<file path="config.mk">
export PLATFORM = sky130hd
export DESIGN_NAME = seg_scan_mux
export DESIGN_NICKNAME = d
export VERILOG_FILES = /design/src/rtl/seg_scan_mux.sv
export SDC_FILE = /design/constraint.sdc
export NUM_CORES = 1
export LEC_CHECK = 0
export BUFFER_PORTS_ARGS = -buffer_cell sky130_fd_sc_hd__buf_2
export CORE_MARGIN = 4
export CORE_UTILIZATION = 45
export CTS_BUF_LIST = sky130_fd_sc_hd__clkbuf_4
export DETAILED_ROUTE_END_ITERATION = 8
export PLACE_DENSITY = 0.72
export SETUP_SLACK_MARGIN = 0.2
export SLEW_MARGIN = 0
export SYNTH_ARGS = -nofsm -noshare
export SYNTH_HDL_FRONTEND = slang
export SYNTH_SLANG_ARGS = --single-unit
</file>
<file path="constraint.sdc">
create_clock -name i_clk -period 2.1 [get_ports i_clk]
set_input_delay 0.315 -clock i_clk [delete_from_list [all_inputs] [get_ports i_clk]]
set_output_delay 0.315 -clock i_clk [all_outputs]
set_load 0.01 [all_outputs]
</file>
<file path="src/rtl/seg_scan_mux.sv">
// Time-multiplexed 7-segment digit scanner with per-slot blanking and per-frame input snapshot.
// Optional macro LEADING_ZERO_BLANK_EN suppresses enables for digits above the highest nonzero one.
module seg_scan_mux #(
  parameter int NUM_DIGITS       = 4,
  parameter int DIGIT_W          = 3,
  parameter int REFRESH_DIV      = 50000,
  parameter int BLANK_CYCLES     = 1000,
  parameter int DIGIT_ACTIVE_LOW = 1
) (
  input  logic                          i_clk,
  input  logic                          i_rst_n,
  input  logic                          i_enable,
  input  logic [NUM_DIGITS*DIGIT_W-1:0] i_digits,
  output logic [DIGIT_W-1:0]            o_digit_val,
  output logic [NUM_DIGITS-1:0]         o_digit_en,
  output logic                          o_frame_tick
);

  localparam int CNT_W = (REFRESH_DIV > 1) ? $clog2(REFRESH_DIV) : 1;
  localparam int IDX_W = (NUM_DIGITS > 1) ? $clog2(NUM_DIGITS) : 1;
  localparam logic [CNT_W-1:0] SLOT_LAST  = CNT_W'(REFRESH_DIV - 1);
  localparam logic [CNT_W-1:0] BLANK_LAST = CNT_W'((BLANK_CYCLES > 0) ? BLANK_CYCLES - 1 : 0);
  localparam logic [IDX_W-1:0] IDX_LAST   = IDX_W'(NUM_DIGITS - 1);
  localparam logic [NUM_DIGITS-1:0] EN_OFF = (DIGIT_ACTIVE_LOW != 0) ? {NUM_DIGITS{1'b1}}
                                                                     : {NUM_DIGITS{1'b0}};

  typedef enum logic [1:0] {
    ST_IDLE  = 2'd0,
    ST_BLANK = 2'd1,
    ST_SHOW  = 2'd2
  } state_t;

  state_t                        state_r, state_s;
  logic [IDX_W-1:0]              idx_r, idx_s;
  logic [CNT_W-1:0]              cnt_r, cnt_s;
  logic [NUM_DIGITS*DIGIT_W-1:0] snap_r, snap_s;
  logic                          capture_s;
  logic                          tick_s;
  logic                          show_ok_s;
  logic [DIGIT_W-1:0]            val_s;
  logic [NUM_DIGITS-1:0]         on_s;
  logic [NUM_DIGITS-1:0]         en_s;

  // Next-state logic: the slot counter runs across blank and show so each slot is REFRESH_DIV long.
  always_comb begin
    state_s   = state_r;
    idx_s     = idx_r;
    cnt_s     = cnt_r;
    snap_s    = snap_r;
    capture_s = 1'b0;
    tick_s    = 1'b0;
    if (!i_enable) begin
      state_s = ST_IDLE;
      idx_s   = {IDX_W{1'b0}};
      cnt_s   = {CNT_W{1'b0}};
    end else begin
      case (state_r)
        ST_IDLE: begin
          idx_s     = {IDX_W{1'b0}};
          cnt_s     = {CNT_W{1'b0}};
          snap_s    = i_digits;
          capture_s = 1'b1;
          state_s   = (BLANK_CYCLES == 0) ? ST_SHOW : ST_BLANK;
        end
        ST_BLANK: begin
          cnt_s = cnt_r + CNT_W'(1);
          if (cnt_r == BLANK_LAST) begin
            state_s = ST_SHOW;
          end else begin
            state_s = ST_BLANK;
          end
        end
        ST_SHOW: begin
          if (cnt_r == SLOT_LAST) begin
            cnt_s   = {CNT_W{1'b0}};
            state_s = (BLANK_CYCLES == 0) ? ST_SHOW : ST_BLANK;
            if (idx_r == IDX_LAST) begin
              idx_s     = {IDX_W{1'b0}};
              snap_s    = i_digits;
              capture_s = 1'b1;
              tick_s    = 1'b1;
            end else begin
              idx_s = idx_r + IDX_W'(1);
            end
          end else begin
            cnt_s = cnt_r + CNT_W'(1);
          end
        end
        default: begin
          state_s = ST_IDLE;
          idx_s   = {IDX_W{1'b0}};
          cnt_s   = {CNT_W{1'b0}};
        end
      endcase
    end
  end

`ifdef LEADING_ZERO_BLANK_EN
  logic [IDX_W-1:0] hi_r, hi_s;

  function automatic logic [IDX_W-1:0] highest_nz(input logic [NUM_DIGITS*DIGIT_W-1:0] w);
    highest_nz = {IDX_W{1'b0}};
    for (int k = 0; k < NUM_DIGITS; k++) begin
      if (w[k*DIGIT_W +: DIGIT_W] != {DIGIT_W{1'b0}}) highest_nz = IDX_W'(k);
    end
  endfunction

  // Highest displayed digit, refreshed together with the snapshot.
  always_comb begin
    hi_s = hi_r;
    if (capture_s) begin
      hi_s = highest_nz(i_digits);
    end else begin
      hi_s = hi_r;
    end
    show_ok_s = (idx_s <= hi_s);
  end

  // Leading-zero limit register.
  always_ff @(posedge i_clk or negedge i_rst_n) begin
    if (!i_rst_n) hi_r <= {IDX_W{1'b0}};
    else          hi_r <= hi_s;
  end
`else
  // Every digit lights in its show phase.
  always_comb begin
    show_ok_s = 1'b1;
  end
`endif

  // Output decode from next-state values so the registered outputs line up with the state.
  always_comb begin
    on_s = {NUM_DIGITS{1'b0}};
    if (state_s == ST_IDLE) begin
      val_s = {DIGIT_W{1'b0}};
    end else begin
      val_s = snap_s[int'(idx_s)*DIGIT_W +: DIGIT_W];
    end
    if ((state_s == ST_SHOW) && show_ok_s) begin
      on_s = NUM_DIGITS'(1) << idx_s;
    end else begin
      on_s = {NUM_DIGITS{1'b0}};
    end
    en_s = (DIGIT_ACTIVE_LOW != 0) ? ~on_s : on_s;
  end

  // State, counters, snapshot and registered outputs.
  always_ff @(posedge i_clk or negedge i_rst_n) begin
    if (!i_rst_n) begin
      state_r      <= ST_IDLE;
      idx_r        <= {IDX_W{1'b0}};
      cnt_r        <= {CNT_W{1'b0}};
      snap_r       <= {(NUM_DIGITS*DIGIT_W){1'b0}};
      o_digit_val  <= {DIGIT_W{1'b0}};
      o_digit_en   <= EN_OFF;
      o_frame_tick <= 1'b0;
    end else begin
      state_r      <= state_s;
      idx_r        <= idx_s;
      cnt_r        <= cnt_s;
      snap_r       <= snap_s;
      o_digit_val  <= val_s;
      o_digit_en   <= en_s;
      o_frame_tick <= tick_s;
    end
  end

endmodule

</file>
==> impl_metrics.env <==
export IMPL_p_leak_nw=1.21
export IMPL_syn_inst=214
export IMPL_cpMaxStageDelayCell="dfrtp_1"
export IMPL_critPathArrivalTime_ns=2.34
export IMPL_yosysTopAreaCell="dfrtp_1"
export IMPL_drt_iter0_drc=138
export IMPL_yosys_warnings=0
export IMPL_start_kind="flop"
export IMPL_grt_usage_pct=18.6
export IMPL_holdWs_ns=-0.00824
export IMPL_yosys_top_cells_area="dfrtp_1, nand3_1, dfstp_2, ha_1, nor2_1"
export IMPL_r2r_end="o_digit_val[2]"
export IMPL_cts_made_buffers=5
export IMPL_synth_top_cell_area_share_pct=42.3
export IMPL_die_h_um=76.8
export IMPL_grt_pass1_wl_um=8940
export IMPL_diodes=0
export IMPL_grt_pass1_vias=1864
export IMPL_io_pins=23
export IMPL_seq_area_um2=1010
export IMPL_synth_edf_count=0
export IMPL_cts_sinks=40
export IMPL_rsz0062_at_grt="yes"
export IMPL_clk_latency_ns=0.36
export IMPL_rows=24
export IMPL_antenna_found_initial=0
export IMPL_violations="hold timing"
export IMPL_overflow=0
export IMPL_nFillCells=331
export IMPL_busiest_layer="met2"
export IMPL_placed_cell_area_um2=2480
export IMPL_clkSlewWorstSetupHoldPaths_ns=0.13
export IMPL_path_buf_inv=2
export IMPL_synth_main_ff_cell="dfrtp_1"
export IMPL_period_share_pct=99.2
export IMPL_clock_path_buffers=2
export IMPL_dieWidth_um=76.8
export IMPL_yosysSeqAreaShare_pct=47.2
export IMPL_viasPerCell=5.75
export IMPL_syn_nets=235
export IMPL_met3_usage_pct=3.63
export IMPL_ir_drop_v=0.000291
export IMPL_ant_nets=0
export IMPL_critical_path_top_delay_family="compound AO/OA/AOI/OAI gates"
export IMPL_drc=0
export IMPL_cp_end_kind="flop"
export IMPL_grtUsageMet2_pct=31.3
export IMPL_finalInstanceArea_um2=2870
export IMPL_async_flop_share_pct=100
export IMPL_slew_headroom_pct=66.1
export IMPL_grtUsageMet1_pct=23.3
export IMPL_nets=286
export IMPL_routabilityCongestion=0.870
export IMPL_multi_input_area_um2=1310
export IMPL_worst_slew_pin_slew_ns=0.509
export IMPL_path_class="reg2reg"
export IMPL_period_needed_ns=2.08
export IMPL_rr_worst_depth=9
export IMPL_grt_max_degree=41
export IMPL_synth_seq_cells=40
export IMPL_hold_viol_final=11
export IMPL_r2r_slack_ns=0.02
export IMPL_rr_startpoint="cnt_r[0]"
export IMPL_routed_wl_um=5430
export IMPL_synth_common_cells="dfrtp_1, nand3_1, nor2_1, nand2_1, inv_1"
export IMPL_hpwl_um=3300
export IMPL_port_buffers=22
export IMPL_wl_per_cell_um=17.1
export IMPL_vias=1828
export IMPL_power_density_nw_per_um2=532
export IMPL_setup_viol=0
export IMPL_maxCapViolations=0
export IMPL_dr_pass1_iters=4
export IMPL_die_area_um2=5900
export IMPL_h_tree_depth=2
export IMPL_yosysMostFrequentCell="dfrtp_1"
export IMPL_synthesis_area_um2=2130
export IMPL_hold_path_class="in2async"
export IMPL_tns_ns=0
export IMPL_fmax_mhz=480
export IMPL_drive_above_1_share_pct=44.0
export IMPL_path_cells="ha_2 -> and4_4 -> nand4_4 -> buf_6 -> mux2i_4 -> o21ai_4 -> buf_4 -> a211oi_2 -> o31a_1"
export IMPL_skew_ns=0.0167
export IMPL_worstPathMaxFanout=5
export IMPL_area_growth_pct=34.8
export IMPL_initial_core_util_pct=47.7
export IMPL_cp_required_ns=2.36
export IMPL_avgSynthCellArea_um2=9.96
export IMPL_drv_slew=0
export IMPL_cts_root_buf="clkbuf_4"
export IMPL_cpPeakStageDelay_ns=0.38
export IMPL_ys_types=45
export IMPL_tritoncts="done"
export IMPL_status="finished, violations left"
export IMPL_core_um2=4470
==> state kept, by name, summed over array words and instances, names as in the netlist <==
signal / flops
idx_r: 2
cnt_r: 16
o_digit_en: 4
o_frame_tick: 1
snap_r: 12
o_digit_val: 3
state_r: 2
==> worst reg2reg max path, delay by kind of cell, from the launching register on <==
family	cells	cell delay, ns
AO/OA/AOI/OAI	3	0.50
AND/OR/NAND/NOR	2	0.40
flip-flops	1	0.38
buffers and inverters	2	0.34
adder cells (fa/ha/maj)	1	0.20
multiplexers	1	0.19
==> cells by family after synthesis <==
| group | share of synthesized area (%) |
|---|---|
| flip-flops | 47.2 |
| XOR/XNOR | 5.75 |
| AND/OR/NAND/NOR | 26.4 |
| adder cells (fa/ha/maj) | 3.52 |
| buffers and inverters | 3.87 |
| AO/OA/AOI/OAI | 12.1 |
| multiplexers | 1.17 |
==> timing repair <==
| item | 4_1_cts | 5_1_grt |
|---|---|---|
| setup buffers | 7 | 1 |
| setup endpoints to repair | 7 | 24 |
| hold buffers | 0 | 0 |
| pin swaps | 22 | 6 |
| gates cloned | 1 | 1 |
| hold endpoints to repair | 0 | 0 |
| gates resized for setup | 21 | 31 |
==> stage by stage <==
| step | cells | utilization [%] | setup slack [ns] | total power, mW |
|---|---|---|---|---|
| floorplan | 214 | - | 0.138 | 0.942 |
| global placement | 300 | 55.4 | -0.0554 | 1.01 |
| detailed placement | 300 | 55.4 | -0.0496 | 1.01 |
| CTS | 316 | 60.9 | 0.0761 | 1.52 |
| global route | 318 | 64.2 | -0.0710 | 1.60 |
| finish | 318 | 64.2 | 0.0177 | 1.53 |
==> layer usage <==
layer,up-vias,wire [um]
met5,-,0
met4,0,114
met3,11,241
met2,42,2720
met1,905,2360
li1,870,-
==> cell type report <==
cell class,instances,share of cell area [%]
clock buffers,5,1.31
clock inverters,3,1.31
inverters,10,1.31
multi-input cells,156,45.7
flip-flops and latches,40,35.0
well taps,52,2.26
repair buffers,52,13.1
==> worst max path at each step <==
stage                     startpoint              to  slack, ns  cells past startpoint
after global placement      idx_r[0]  o_digit_val[2]      -0.06                      7
final                       cnt_r[0]  o_digit_val[2]       0.02                      9
after floorplan             cnt_r[0]  o_digit_val[0]       0.14                      8
after CTS                   cnt_r[0]  o_digit_val[2]       0.08                      7
after global routing        cnt_r[0]  o_digit_val[2]      -0.07                      9
after detailed placement    idx_r[0]  o_digit_val[2]      -0.05                      7
==> placed cells by master, fill, tap and decap left out, types with 2 or more instances in the layout <==
master,synthesis,final
dfrtp_1,36,36
buf_4,0,25
nand3_1,23,22
buf_2,3,22
nand2_1,17,14
inv_1,10,9
nor2_1,20,9
xor2_1,7,7
xnor2_1,7,7
nor2_4,0,7
a22o_1,6,6
o21ai_0,7,6
and3_1,6,6
a211oi_2,0,5
clkbuf_4,0,5
nand3b_1,4,4
nor3b_2,0,4
nor2_2,0,4
dfstp_2,4,4
nand2_2,0,3
o311a_1,3,3
or2_2,3,3
o22ai_1,3,3
o31a_1,3,3
ha_1,6,3
buf_6,1,3
and4bb_4,2,2
o22a_4,0,2
nor4b_4,0,2
nand4_1,2,2
nor2b_1,3,2
nor4b_2,0,2
ha_2,0,2
clkinv_1,0,2
==> report_power, final <==
part / total (mW) / internal (mW) / switching, mW
clock network: 0.495 / 0.243 / 0.252
registers: 0.824 / 0.812 / 0.0118
logic: 0.208 / 0.0971 / 0.111
(Power assumes the default switching activity.)
